File: src/rtl/scara_pkg.sv
// Shared command codes, dispatcher FSM encodings and state_reg layout
// for the G-code command dispatcher.
package scara_pkg;

  localparam int STATE_REG_W = 5;

  typedef enum logic [3:0] {
    G00 = 4'd0,
    G01 = 4'd1,
    G20 = 4'd2,
    G21 = 4'd3,
    G90 = 4'd4,
    G91 = 4'd5,
    M2  = 4'd6,
    M6  = 4'd7,
    M72 = 4'd8
  } cmd_code_e;

  // Dispatcher FSM states, kept as plain constants for legacy tools.
  localparam logic [1:0] ST_IDLE   = 2'd0;
  localparam logic [1:0] ST_DECODE = 2'd1;
  localparam logic [1:0] ST_ISSUE  = 2'd2;
  localparam logic [1:0] ST_DONE   = 2'd3;

  // Bit positions inside state_reg = {tool_change, raise_tool, absolute, inches, linear}.
  localparam int SR_LINEAR   = 0;
  localparam int SR_INCHES   = 1;
  localparam int SR_ABSOLUTE = 2;
  localparam int SR_RAISE    = 3;
  localparam int SR_TOOL     = 4;

  localparam logic [STATE_REG_W-1:0] STATE_REG_RST = 5'b00100;

endpackage

File: src/rtl/gcode_command_dispatcher_if.sv
// Command-in / motion-request-out handshake bundle of the G-code dispatcher.
interface gcode_command_dispatcher_if #(
  parameter int COORD_W = 14,
  parameter int N_AXES  = 2
);
  logic                        cmd_valid;
  logic                        cmd_ready;
  logic [3:0]                  cmd_code;
  logic [N_AXES*COORD_W-1:0]   cmd_coord;
  logic                        block;
  logic                        controller_ready;
  logic                        move_valid;
  logic [N_AXES*COORD_W-1:0]   move_target;
  logic                        tool_req;

  modport master (
    output cmd_valid, cmd_code, cmd_coord, block, controller_ready,
    input  cmd_ready, move_valid, move_target, tool_req
  );

  modport slave (
    input  cmd_valid, cmd_code, cmd_coord, block, controller_ready,
    output cmd_ready, move_valid, move_target, tool_req
  );
endinterface

File: src/rtl/cmd_fifo.sv
// Synchronous command FIFO with combinational head read and occupancy count.
module cmd_fifo #(
  parameter int WIDTH = 8,
  parameter int DEPTH = 4
) (
  input  logic                     clk,
  input  logic                     reset,
  input  logic                     wr_en,
  input  logic [WIDTH-1:0]         wr_data,
  input  logic                     rd_en,
  output logic [WIDTH-1:0]         rd_data,
  output logic                     full,
  output logic                     empty,
  output logic [$clog2(DEPTH):0]   count
);
  localparam int AW = $clog2(DEPTH);
  localparam logic [AW:0] FULL_CNT = (AW+1)'(DEPTH);

  logic [WIDTH-1:0] mem_r [DEPTH];
  logic [AW-1:0]    wr_ptr_r;
  logic [AW-1:0]    rd_ptr_r;
  logic [AW:0]      count_r;
  logic             do_wr_s;
  logic             do_rd_s;

  assign full    = (count_r == FULL_CNT);
  assign empty   = (count_r == '0);
  assign count   = count_r;
  assign rd_data = mem_r[rd_ptr_r];
  assign do_wr_s = wr_en && !full;
  assign do_rd_s = rd_en && !empty;

  // Pointers wrap naturally because DEPTH is a power of two.
  always_ff @(posedge clk or posedge reset) begin
    if (reset) begin
      wr_ptr_r <= '0;
      rd_ptr_r <= '0;
      count_r  <= '0;
    end else begin
      if (do_wr_s) wr_ptr_r <= wr_ptr_r + AW'(1);
      if (do_rd_s) rd_ptr_r <= rd_ptr_r + AW'(1);
      case ({do_wr_s, do_rd_s})
        2'b10:   count_r <= count_r + (AW+1)'(1);
        2'b01:   count_r <= count_r - (AW+1)'(1);
        default: count_r <= count_r;
      endcase
    end
  end

  // Storage needs no reset: entries are only read while counted as valid.
  always_ff @(posedge clk) begin
    if (do_wr_s) mem_r[wr_ptr_r] <= wr_data;
  end
endmodule

File: src/rtl/gcode_command_dispatcher.sv
// Buffers G-code commands and dispatches them in order as motion or tool
// requests, tracking modal state (units, positioning mode, tool flags).
module gcode_command_dispatcher
  import scara_pkg::*;
#(
  parameter int COORD_W    = 14,
  parameter int N_AXES     = 2,
  parameter int FIFO_DEPTH = 4
) (
  input  logic                          clk,
  input  logic                          reset,
  gcode_command_dispatcher_if.slave     bus,
  output logic [STATE_REG_W-1:0]        state_reg,
  output logic                          program_done,
  output logic                          err_illegal,
  output logic [$clog2(FIFO_DEPTH):0]   fifo_count
);
  localparam int CW = N_AXES * COORD_W;
  localparam int EW = CW + 4;

  logic [1:0]             fsm_r;
  logic [3:0]             cur_code_r;
  logic [CW-1:0]          cur_coord_r;
  logic [CW-1:0]          target_r;
  logic [CW-1:0]          move_target_r;
  logic [CW-1:0]          next_target_s;
  logic [CW-1:0]          tool_target_s;
  logic [STATE_REG_W-1:0] state_reg_r;
  logic                   move_valid_r;
  logic                   tool_req_r;
  logic                   program_done_r;
  logic                   err_illegal_r;
  logic                   push_s;
  logic                   pop_s;
  logic                   full_s;
  logic                   empty_s;
  logic [EW-1:0]          head_s;

  assign bus.cmd_ready   = !full_s && (fsm_r != ST_DONE);
  assign push_s          = bus.cmd_valid && bus.cmd_ready;
  assign pop_s           = (fsm_r == ST_IDLE) && !empty_s && !bus.block;
  assign bus.move_valid  = move_valid_r;
  assign bus.tool_req    = tool_req_r;
  assign bus.move_target = move_target_r;
  assign state_reg       = state_reg_r;
  assign program_done    = program_done_r;
  assign err_illegal     = err_illegal_r;

  cmd_fifo #(
    .WIDTH (EW),
    .DEPTH (FIFO_DEPTH)
  ) u_fifo (
    .clk     (clk),
    .reset   (reset),
    .wr_en   (push_s),
    .wr_data ({bus.cmd_coord, bus.cmd_code}),
    .rd_en   (pop_s),
    .rd_data (head_s),
    .full    (full_s),
    .empty   (empty_s),
    .count   (fifo_count)
  );

  // Per-axis target: absolute copy, or relative add wrapping modulo 2^COORD_W.
  always_comb begin
    next_target_s = '0;
    for (int a = 0; a < N_AXES; a++) begin
      if (state_reg_r[SR_ABSOLUTE]) begin
        next_target_s[a*COORD_W +: COORD_W] = cur_coord_r[a*COORD_W +: COORD_W];
      end else begin
        next_target_s[a*COORD_W +: COORD_W] = target_r[a*COORD_W +: COORD_W]
                                            + cur_coord_r[a*COORD_W +: COORD_W];
      end
    end
  end

  // Tool number rides on axis 0; the remembered position is left untouched.
  always_comb begin
    tool_target_s                = target_r;
    tool_target_s[COORD_W-1:0]   = cur_coord_r[COORD_W-1:0];
  end

  // Dispatch FSM: pop, decode for one cycle, then hold the request until accepted.
  always_ff @(posedge clk or posedge reset) begin
    if (reset) begin
      fsm_r          <= ST_IDLE;
      cur_code_r     <= 4'd0;
      cur_coord_r    <= '0;
      target_r       <= '0;
      move_target_r  <= '0;
      state_reg_r    <= STATE_REG_RST;
      move_valid_r   <= 1'b0;
      tool_req_r     <= 1'b0;
      program_done_r <= 1'b0;
      err_illegal_r  <= 1'b0;
    end else begin
      case (fsm_r)
        ST_IDLE: begin
          if (pop_s) begin
            cur_code_r  <= head_s[3:0];
            cur_coord_r <= head_s[EW-1:4];
            fsm_r       <= ST_DECODE;
          end
        end
        ST_DECODE: begin
          case (cur_code_r)
            G20: begin state_reg_r[SR_INCHES]   <= 1'b1; fsm_r <= ST_IDLE; end
            G21: begin state_reg_r[SR_INCHES]   <= 1'b0; fsm_r <= ST_IDLE; end
            G90: begin state_reg_r[SR_ABSOLUTE] <= 1'b1; fsm_r <= ST_IDLE; end
            G91: begin state_reg_r[SR_ABSOLUTE] <= 1'b0; fsm_r <= ST_IDLE; end
            M72: begin state_reg_r[SR_RAISE]    <= 1'b1; fsm_r <= ST_IDLE; end
            G00, G01: begin
              target_r                 <= next_target_s;
              move_target_r            <= next_target_s;
              state_reg_r[SR_LINEAR]   <= cur_code_r[0];
              state_reg_r[SR_RAISE]    <= 1'b0;
              state_reg_r[SR_TOOL]     <= 1'b0;
              move_valid_r             <= 1'b1;
              fsm_r                    <= ST_ISSUE;
            end
            M6: begin
              state_reg_r[SR_TOOL] <= 1'b1;
              move_target_r        <= tool_target_s;
              tool_req_r           <= 1'b1;
              fsm_r                <= ST_ISSUE;
            end
            M2: begin
              program_done_r <= 1'b1;
              fsm_r          <= ST_DONE;
            end
            default: begin
              err_illegal_r <= 1'b1;
              fsm_r         <= ST_IDLE;
            end
          endcase
        end
        ST_ISSUE: begin
          if (bus.controller_ready) begin
            move_valid_r <= 1'b0;
            tool_req_r   <= 1'b0;
            fsm_r        <= ST_IDLE;
          end
        end
        ST_DONE: fsm_r <= ST_DONE;
        default: fsm_r <= ST_IDLE;
      endcase
    end
  end
endmodule

File: src/flat_wrapper.sv
// flat-port wrapper written by rule: the top's interface ports become plain ports
module gcode_command_dispatcher_flat import scara_pkg::*;
#(
  parameter int COORD_W    = 14,
  parameter int N_AXES     = 2,
  parameter int FIFO_DEPTH = 4
)
  (clk, reset, state_reg, program_done, err_illegal, fifo_count, bus_cmd_valid, bus_cmd_code, bus_cmd_coord, bus_block, bus_controller_ready, bus_cmd_ready, bus_move_valid, bus_move_target, bus_tool_req);
  gcode_command_dispatcher_if #(.COORD_W(COORD_W), .N_AXES(N_AXES)) bus_i ();
  input  logic clk;
  input  logic reset;
  output logic [STATE_REG_W-1:0] state_reg;
  output logic program_done;
  output logic err_illegal;
  output logic [$clog2(FIFO_DEPTH):0] fifo_count;
  input wire logic [$bits(bus_i.cmd_valid)-1:0] bus_cmd_valid;
  input wire logic [$bits(bus_i.cmd_code)-1:0] bus_cmd_code;
  input wire logic [$bits(bus_i.cmd_coord)-1:0] bus_cmd_coord;
  input wire logic [$bits(bus_i.block)-1:0] bus_block;
  input wire logic [$bits(bus_i.controller_ready)-1:0] bus_controller_ready;
  output wire logic [$bits(bus_i.cmd_ready)-1:0] bus_cmd_ready;
  output wire logic [$bits(bus_i.move_valid)-1:0] bus_move_valid;
  output wire logic [$bits(bus_i.move_target)-1:0] bus_move_target;
  output wire logic [$bits(bus_i.tool_req)-1:0] bus_tool_req;
  assign bus_i.cmd_valid = bus_cmd_valid;
  assign bus_i.cmd_code = bus_cmd_code;
  assign bus_i.cmd_coord = bus_cmd_coord;
  assign bus_i.block = bus_block;
  assign bus_i.controller_ready = bus_controller_ready;
  assign bus_cmd_ready = bus_i.cmd_ready;
  assign bus_move_valid = bus_i.move_valid;
  assign bus_move_target = bus_i.move_target;
  assign bus_tool_req = bus_i.tool_req;
  gcode_command_dispatcher #(.COORD_W(COORD_W), .N_AXES(N_AXES), .FIFO_DEPTH(FIFO_DEPTH)) u_core (.clk(clk), .reset(reset), .bus(bus_i), .state_reg(state_reg), .program_done(program_done), .err_illegal(err_illegal), .fifo_count(fifo_count));
endmodule
File: config.mk
export PLATFORM = sky130hd
export DESIGN_NAME = gcode_command_dispatcher_flat
export DESIGN_NICKNAME = d
export VERILOG_FILES = /design/src/rtl/scara_pkg.sv /design/src/rtl/gcode_command_dispatcher_if.sv /design/src/rtl/cmd_fifo.sv /design/src/rtl/gcode_command_dispatcher.sv /design/src/flat_wrapper.sv
export SDC_FILE = /design/constraint.sdc
export NUM_CORES = 1
export LEC_CHECK = 0
export ABC_AREA = 1
export BUFFER_PORTS_ARGS = -buffer_cell sky130_fd_sc_hd__buf_2
export CORE_MARGIN = 8
export CORE_UTILIZATION = 55
export DETAILED_ROUTE_END_ITERATION = 7
export PLACE_DENSITY = 0.71
export SYNTH_ARGS = -nofsm -noshare
export SYNTH_HDL_FRONTEND = slang
export SYNTH_SLANG_ARGS = --single-unit
File: constraint.sdc
create_clock -name clk -period 7.07 [get_ports clk]
set_input_delay 0.707 -clock clk [delete_from_list [all_inputs] [get_ports clk]]
set_output_delay 0.707 -clock clk [all_outputs]
set_load 0.01 [all_outputs]
# Word-level counts from Yosys, hierarchy flattened
# Memory sizes are Yosys's and may differ from the RTL's. A register that Yosys moved wholly into a read port is not among the register bits.
# Cells that the tools add are included.
# Widths: inputs -> output; s select.
# word_totals
register_bits,74
mem_bits_rw,128
n_memories,1
# mem_list
name,depth,width,read_ports,rd_clocked_by_memory_dff,write_ports,line,text
u_core.u_fifo.mem_r,4,32,1,1,1,cmd_fifo.sv:19,logic [WIDTH-1:0] mem_r [DEPTH];
# op_classes
n_bitwise,1
muxes,19
n_reduce_logical,32
n_eq_ne,19
addsub,6
# op_table
op,n
$pmux 28 s2,1
$add 14x14->14,2
$mux 14,2
$reduce_and 2->1,9
$eq 4x3->1 const B,4
$pmux 1 s2,6
$reduce_bool 2->1,6
$reduce_or 9->1,1
$eq 4x2->1 const B,2
$pmux 2 s4,1
$eq 2x2->1 const B,3
$logic_and 1x1->1,6
$ne 2x2->1 const B,3
$pmux 3 s2,1
$reduce_and 3->1,2
$mux 1,5
$add 2x1->2 const B,2
$eq 2x1->1 const B,2
$eq 4x1->1 const B,1
$eq 4x4->1 const B,1
$logic_not 4->1,1
$mux 2,2
$ne 2x1->1 const B,2
$pmux 2 s2,1
other kinds (9),11

# Logic depth before layout (Yosys ltp)
# Gate-level depths: netlist (run 1).
# logic_depth
depth_word,7
ltp_mapped,12
mapped_depth_nobuf,12

# Modules after synthesis
# Synthesis (run 1) repeated with hierarchy kept, for this count alone.
# unflattened
cells_unflattened,1278
hier_area_um2,11501.0
# by_module_without_submodules
module,cells_per_inst,seq_area_each_um2,area_per_inst_um2,instances
gcode_command_dispatcher,842,2478.6,5924.4,1
cmd_fifo,436,4018.9,5576.6,1

# Worst setup path before layout (run 1)
# Ideal clock, no wire load.
# synth_path
kind,reg-to-reg
from,register u_core.u_fifo.count_r[0] (netlist: u_core.u_fifo.count[0])
to,memory u_core.u_fifo.mem_r[0][0] (netlist name) (enable)
path_stages_with_launch,5
setup_time_ps,421
arrival_time_ps,2480
required_time_ps,6649
period_less_slack_ps,2902
n_path_buf,0
path_slack_ps,4168
cell_sequence,dfrtp_1 inv_1 a32oi_1 nand2_1 nor2_1
# synth_via
elab_chain_len,7
# synth_lines
item,line,text
start: declaration,cmd_fifo.sv:22,logic [AW:0] count_r;
start signal: assignment,cmd_fifo.sv:43,2'b10: count_r <= count_r + (AW+1)'(1);
start signal: assignment,cmd_fifo.sv:44,2'b01: count_r <= count_r - (AW+1)'(1);
start signal: assignment,cmd_fifo.sv:45,default: count_r <= count_r;
$eq 3x3->1,cmd_fifo.sv:26,assign full = (count_r == FULL_CNT);
$logic_not 1->1,gcode_command_dispatcher.sv:39,assign bus.cmd_ready = !full_s && (fsm_r != ST_DONE);
$logic_and 1x1->1,gcode_command_dispatcher.sv:39,
named net bus_cmd_ready,flat_wrapper.sv:21,output wire logic [$bits(bus_i.cmd_ready)-1:0] bus_cmd_ready;
$logic_and 1x1->1,gcode_command_dispatcher.sv:40,assign push_s = bus.cmd_valid && bus.cmd_ready;
$logic_and 1x1->1,cmd_fifo.sv:30,assign do_wr_s = wr_en && !full;
$mux 1,cmd_fifo.sv:52,if (do_wr_s) mem_r[wr_ptr_r] <= wr_data;
$mux 1 (implied by the code),cmd_fifo.sv:52,
end: declaration,cmd_fifo.sv:19,
# The timed path passes the listed nets, and every way through them passes these cells.

# Worst setup path in the final report (run 1)
# layout_path
from,register u_core.fsm_r[0]
to,register u_core.move_target_r[14] (netlist: u_core.bus.move_target[14])
# layout_via
elab_chain_len,2
# layout_lines
item,line,text
start: declaration,gcode_command_dispatcher.sv:21,logic [1:0] fsm_r;
start signal: assignment,gcode_command_dispatcher.sv:86,fsm_r <= ST_IDLE;
start signal: assignment,gcode_command_dispatcher.sv:102,fsm_r <= ST_DECODE;
start signal: assignment,gcode_command_dispatcher.sv:107,G20: begin state_reg_r[SR_INCHES] <= 1'b1; fsm_r <= ST_IDLE; end
$eq 2x1->1,gcode_command_dispatcher.sv:97,case (fsm_r)
$reduce_and 2->1 (no line),n/a,
end signal: assignment,gcode_command_dispatcher.sv:114,move_target_r <= next_target_s;
end signal: assignment,gcode_command_dispatcher.sv:123,move_target_r <= tool_target_s;
end: declaration,gcode_command_dispatcher.sv:25,logic [CW-1:0] move_target_r;
# Every way passes these cells.
# A chain may end at the register's enable or synchronous reset.

==> impl_metrics.env, run 1 <==
export IMPL_cts_root_buf="clkbuf_16"
export IMPL_io_buffers=77
export IMPL_syn2layout_area_growth_pct=12.2
export IMPL_vdd_drop_max_uv=265
export IMPL_ys_types=39
export IMPL_pre_cts_slack_ns=3.78
export IMPL_cts_buffers=25
export IMPL_synth_area_mm2=0.0110
export IMPL_start_kind="flop"
export IMPL_cts_hold_buf=0
export IMPL_num_vias=8341
export IMPL_synth_top_cell_by_area="edfxtp_1"
export IMPL_drive_above_1_share_pct=10.8
export IMPL_synth_adder_area_share_pct=4.06
export IMPL_critPathCaptureType="flop"
export IMPL_start_util_pct=55.2
export IMPL_synth_compound_area_share_pct=9.55
export IMPL_startpoint="u_core.fsm_r[0]"
export IMPL_max_cap_violations=0
export IMPL_cts_resized=0
export IMPL_grt_pass1_vias=7940
export IMPL_grt_overflow_total=0
export IMPL_crit_top_cell="inv_2"
export IMPL_cp_top_family="buffers and inverters"
export IMPL_max_stage_delay_ns=0.91
export IMPL_wirelength_um=25200
export IMPL_post_drt_via_cell_ratio=5.34
export IMPL_finalHoldViolCount=0
export IMPL_tightestPinTransition_ns=1.13
export IMPL_rsz0062_at_grt="no"
export IMPL_maxSlewHeadroom_pct=24.3
export IMPL_syn_nets=1281
export IMPL_synth_simple_area_share_pct=21.3
export IMPL_cts_setup_buffers=0
export IMPL_fin_skew_ns=0.00975
export IMPL_yosysMostFrequentCell="nand2_1"
export IMPL_fmax_mhz=305
export IMPL_hold_path_class="in2async"
export IMPL_gp_congestion=0.869
export IMPL_core_mm2=0.0200
export IMPL_fin_nets=1348
export IMPL_outcome="complete, no violations"
export IMPL_power_leakage_nw=5.88
export IMPL_dp_hpwl_um=16100
export IMPL_insertion_delay_ns=0.53
export IMPL_die_area_mm2=0.0248
export IMPL_syn_avg_cell_area_um2=9.12
export IMPL_htreeDepth=1
export IMPL_critPathRequiredTime_ns=7.46
export IMPL_synth_edff_count=128
export IMPL_grt_start_max_net_pins=76
export IMPL_synth_seq_cells=234
export IMPL_dieHeight_um=158
export IMPL_drt_wirelength_per_cell_um=16.1
export IMPL_antenna_left=0
export IMPL_cp_slowest_cell="nor2_4"
export IMPL_num_antenna_cells=0
export IMPL_clk_pin_slew_ns=0.06
export IMPL_cp_data_arrival_time_ns=3.67
export IMPL_fin_util_pct=62.0
export IMPL_setup_tns_ns=0
export IMPL_pin_count=78
export IMPL_critPathMaxFanout=41
export IMPL_synthTopCellsByArea="edfxtp_1 35%, dfrtp_1 24%, nand2_1 13%, o21ai_0 4.6%, nor2_1 4.2%"
export IMPL_hold_ws_ns=0.166
export IMPL_cts_tree="yes"
export IMPL_top_register="u_core.u_fifo.mem_r"
export IMPL_cts_sinks=234
export IMPL_antenna_found_initial=0
export IMPL_synthArstFlopShare_pct=45.3
export IMPL_powerDensity_mw_per_mm2=223
export IMPL_drt_iter0_markers=774
export IMPL_grt_usage_pct=20.8
export IMPL_setup_viol=0
export IMPL_grt_pass1_wl_um=41100
export IMPL_finalCriticalPeriod_ns=3.28
export IMPL_clk_path_buf_depth=3
export IMPL_crit_chain="inv_2 -> nor2_4 -> inv_2 -> nor3_2 -> nand2_1 -> buf_4 -> inv_2 -> nor2_4 -> clkinv_2 -> nor2_1 -> a31oi_1"
export IMPL_die_w_um=158
export IMPL_rows=52
export IMPL_synth_xor_area_share_pct=0.476
export IMPL_synth_ff_type="edfxtp_1"
export IMPL_setup_slack_ns=3.79
export IMPL_yosysSeqAreaShare_pct=58.9
export IMPL_largest_register_ffs=128
export IMPL_synth_top_family_by_area="simple AND/OR/NAND/NOR gates"
export IMPL_ys_warn_count=0
export IMPL_drt_pre_antenna_iters=6
export IMPL_maxSlewViolCount=0
export IMPL_critPathBufInv=5
export IMPL_synth_mux_area_share_pct=0
export IMPL_synth_common_cells="380 x nand2_1, 128 x edfxtp_1, 122 x nor2_1, 105 x dfrtp_1, 104 x inv_1"
export IMPL_synthCells=1210
export IMPL_period_share_pct=46.4
export IMPL_synth_top_area_share_pct=34.8
export IMPL_worstSetupPathType="reg2reg"
export IMPL_drcViolationCount=0
export IMPL_r2r_start="u_core.fsm_r[0]"
final cells by class:
cell class / count / area, µm²
fillers: 1679 / 7600
flip-flops and latches: 234 / 6500
multi-input cells: 819 / 3920
clock buffers: 34 / 659
repair buffers: 87 / 460
inverters: 110 / 417
well taps: 270 / 338
clock inverters: 8 / 78.8
kinds of logic after synthesis:
family,count (synthesis)
AND/OR/NAND/NOR,584
XOR/XNOR,6
adder cells (fa/ha/maj),34
AO/OA/AOI/OAI,195
flip-flops,234
buffers and inverters,157
path summary, 6_finish.rpt:
check	slack, ns	to	cells after the start
min reg2reg	0.47	u_core.bus.move_target[13]	2
min	0.17	u_core.bus.move_target[7]	2
max	3.79	u_core.bus.move_target[14]	11
max reg2reg	3.79	u_core.bus.move_target[14]	11
min in group clk	0.39	u_core.u_fifo.mem_r[1][30]	1
max in group asynchronous	5.57	u_core.bus.move_target[25]	3
stage by stage:
step	cell area [µm²]	power, mW	cells
after floorplan	11000	1.54	1210
after global placement	11600	1.58	1520
after detailed placement	11600	1.58	1520
after CTS	12400	2.78	1562
after global routing	12400	2.85	1562
final	12400	2.76	1562
worst reg2reg max path: stages (launching register included):
cell and delay, ns:
dfrtp_1 0.42, inv_2 0.09, nor2_4 0.05, inv_2 0.07
nor3_2 0.04, nand2_1 0.06, buf_4 0.33, inv_2 0.37
nor2_4 0.92, clkinv_2 0.51, nor2_1 0.22, a31oi_1 0.07
metal layers:
layer / global-route usage, % / vias to the layer above / routed length (µm)
met5: 0 / - / 0
met4: 5.67 / 0 / 610
met3: 3.22 / 47 / 1330
met2: 33.9 / 218 / 11600
met1: 28.5 / 3937 / 11600
li1: - / 4139 / -
where the power goes:
part	total [mW]	switching, mW	leakage (nW)	internal [mW]
Clock	1.20	0.514	0.355	0.689
Sequential	1.45	0.00500	2.55	1.45
Combinational	0.103	0.0721	2.97	0.0308
Total	2.76	0.591	5.88	2.17
cell usage in the layout (no fill, tap or decap), types with 5 or more instances in the layout:
cell type	instances
o22ai_1	34
clkbuf_16	25
edfxtp_1	128
buf_4	10
a21oi_1	38
buf_2	77
nand2_1	380
nand3b_1	5
nand4_1	9
nor2_1	118
o21ai_0	102
ha_1	31
clkbuf_1	9
nor2_2	5
dfrtp_1	105
o21ai_1	7
inv_1	103
nand3_1	56
No activity file was read; power rests on OpenSTA's default activity.
==> inputs of run 2 (changes only) <==
clock period = 3.4 ns   (was 7.07 ns; I/O delays follow)
==> impl_metrics.env, run 2 (synthesized netlist as in run 1, its figures left out) <==
export IMPL_grt_overflow_total=0
export IMPL_maxSlewViolCount=0
export IMPL_violations="hold timing"
export IMPL_cts_setup_buffers=0
export IMPL_fill_cells=1696
export IMPL_rsz0062_at_grt="no"
export IMPL_drt_pre_antenna_iters=5
export IMPL_setup_viol=0
export IMPL_critPathCaptureType="flop"
export IMPL_fmax_mhz=448
export IMPL_fin_nets=1358
export IMPL_switching_share_pct=21.1
export IMPL_clk_pin_slew_ns=0.06
export IMPL_powerDensity_mw_per_mm2=476
export IMPL_gp_congestion=0.897
export IMPL_grt_pass1_wl_um=42200
export IMPL_power_leakage_nw=5.98
export IMPL_cts_root_buf="clkbuf_16"
export IMPL_antenna_left=0
export IMPL_cp_top_family="simple AND/OR/NAND/NOR gates"
export IMPL_hold_ws_ns=-0.0130
export IMPL_worstSetupPathType="reg2reg"
export IMPL_num_antenna_cells=0
export IMPL_core_mm2=0.0200
export IMPL_post_drt_via_cell_ratio=5.32
export IMPL_insertion_delay_ns=0.54
export IMPL_cp_data_arrival_time_ns=2.65
export IMPL_grt_pass1_vias=8300
export IMPL_critPathMaxFanout=25
export IMPL_wirelength_um=25400
export IMPL_cts_sinks=234
export IMPL_dieHeight_um=158
export IMPL_pin_count=78
export IMPL_cts_buffers=25
export IMPL_setup_tns_ns=0
export IMPL_vdd_drop_max_uv=499
export IMPL_critPathBufInv=2
export IMPL_die_w_um=158
export IMPL_pre_cts_slack_ns=1.16
export IMPL_start_kind="flop"
export IMPL_crit_chain="inv_1 -> nor2_1 -> nand3_2 -> nor2_2 -> nor2_4 -> clkinv_2 -> o21a_1"
export IMPL_die_area_mm2=0.0248
export IMPL_grt_start_max_net_pins=68
export IMPL_reg2reg_slack_ns=1.17
export IMPL_drive_above_1_share_pct=11.6
export IMPL_rows=52
export IMPL_tightestPinTransition_ns=0.841
export IMPL_critPathRequiredTime_ns=3.82
export IMPL_netSwitchingPower_mw=1.26
export IMPL_period_share_pct=65.6
export IMPL_finalHoldViolCount=33
export IMPL_drcViolationCount=0
export IMPL_outcome="complete, but fails checks"
export IMPL_power_internal_mw=4.71
export IMPL_drt_wirelength_per_cell_um=16.1
export IMPL_io_buffers=77
export IMPL_p_seq_share_pct=50.5
export IMPL_layout_common_cells="380 x nand2_1, 128 x edfxtp_1, 118 x nor2_1"
export IMPL_r2r_start="u_core.cur_code_r[2]"
export IMPL_max_stage_delay_ns=0.55
export IMPL_layout_commonest_cell="nand2_1"
export IMPL_num_vias=8377
export IMPL_drt_iter0_markers=716
export IMPL_hold_path_class="in2async"
export IMPL_startpoint="u_core.cur_code_r[2]"
export IMPL_finalCriticalPeriod_ns=2.23
export IMPL_cts_resized=0
export IMPL_pwr_share_clk_pct=45.8
export IMPL_fin_skew_ns=0.0100
export IMPL_start_util_pct=55.2
export IMPL_setup_slack_ns=1.17
export IMPL_cp_slowest_cell="nor2_4"
export IMPL_power_frac_comb_pct=3.6
export IMPL_largest_register_ffs=128
export IMPL_maxSlewHeadroom_pct=44.0
export IMPL_max_cap_violations=0
export IMPL_grt_usage_pct=21.3
export IMPL_cts_hold_buf=2
export IMPL_antenna_found_initial=0
export IMPL_clk_path_buf_depth=3
export IMPL_top_register="u_core.u_fifo.mem_r"
export IMPL_cts_tree="yes"
export IMPL_dp_hpwl_um=16300
export IMPL_htreeDepth=1
export IMPL_syn2layout_area_growth_pct=13.8
==> run 2: cell types whose count changed in the layout (fill, tap and decap cells not counted), moves of 2 or more <==
| cell | delta |
|---|---|
| buf_4 | +7 |
| bufinv_16 | +2 |
| dlygate4sd3_1 | +2 |
| clkbuf_8 | +2 |
==> run 2: final cells by class <==
| cell class | count | area (µm²) | share of cell area [%] |
|---|---|---|---|
| flip-flops and latches | 234 | 6500 | 51.7 |
| multi-input cells | 819 | 3920 | 31.3 |
| clock buffers | 35 | 683 | 5.44 |
| repair buffers | 97 | 553 | 4.40 |
| inverters | 110 | 417 | 3.32 |
| well taps | 270 | 338 | 2.69 |
| clock inverters | 11 | 144 | 1.15 |
==> run 2: worst register-to-register path, stage by stage, from the launching register on <==
cell and delay, ns:
dfrtp_1 0.39, inv_1 0.12, nor2_1 0.09, nand3_2 0.15, nor2_2 0.07, nor2_4 0.55, clkinv_2 0.45, o21a_1 0.29
==> run 2: final timing paths <==
| kind | to | cells past startpoint |
|---|---|---|
| worst min-delay path | u_core.bus.move_target[5] | 2 |
| min in group clk | u_core.u_fifo.mem_r[3][29] | 1 |
| max in group asynchronous | u_core.state_reg[2] | 3 |
| worst max register to register | u_core.bus.move_target[2] | 7 |
| worst max-delay path | u_core.bus.move_target[2] | 7 |
| worst min register to register | u_core.bus.move_target[23] | 2 |
==> run 2: per-stage QoR <==
stage | instance area (µm²) | hold slack [ns] | util, % | power [mW] | instances
final | 12600 | -0.0130 | 62.9 | 5.98 | 1576
after global routing | 12600 | 0.00595 | 62.9 | 6.17 | 1576
after CTS | 12600 | 0.00116 | 62.9 | 6.03 | 1576
after detailed placement | 11700 | 0.457 | 58.6 | 3.29 | 1528
after global placement | 11700 | 0.451 | 58.6 | 3.29 | 1528
after floorplan | 11000 | 0.439 | - | 3.20 | 1210
==> run 2: per-layer routing <==
| metal | global-route usage [%] | vias up | part of all wire [%] |
|---|---|---|---|
| li1 | - | 4164 | - |
| met1 | 28.8 | 3936 | 45 |
| met2 | 35.1 | 233 | 47 |
| met3 | 2.98 | 44 | 5.7 |
| met4 | 6.57 | 0 | 2.4 |
| met5 | 0 | - | 0 |
==> run 2: power groups by stage <==
stage               combinational [mW]  clock (mW)  sequential [mW]
floorplan                        0.128           0             3.08
CTS                              0.220        2.79             3.02
global placement                 0.211           0             3.07
global route                     0.248        2.91             3.02
finish                           0.218        2.74             3.02
detailed placement               0.216           0             3.08
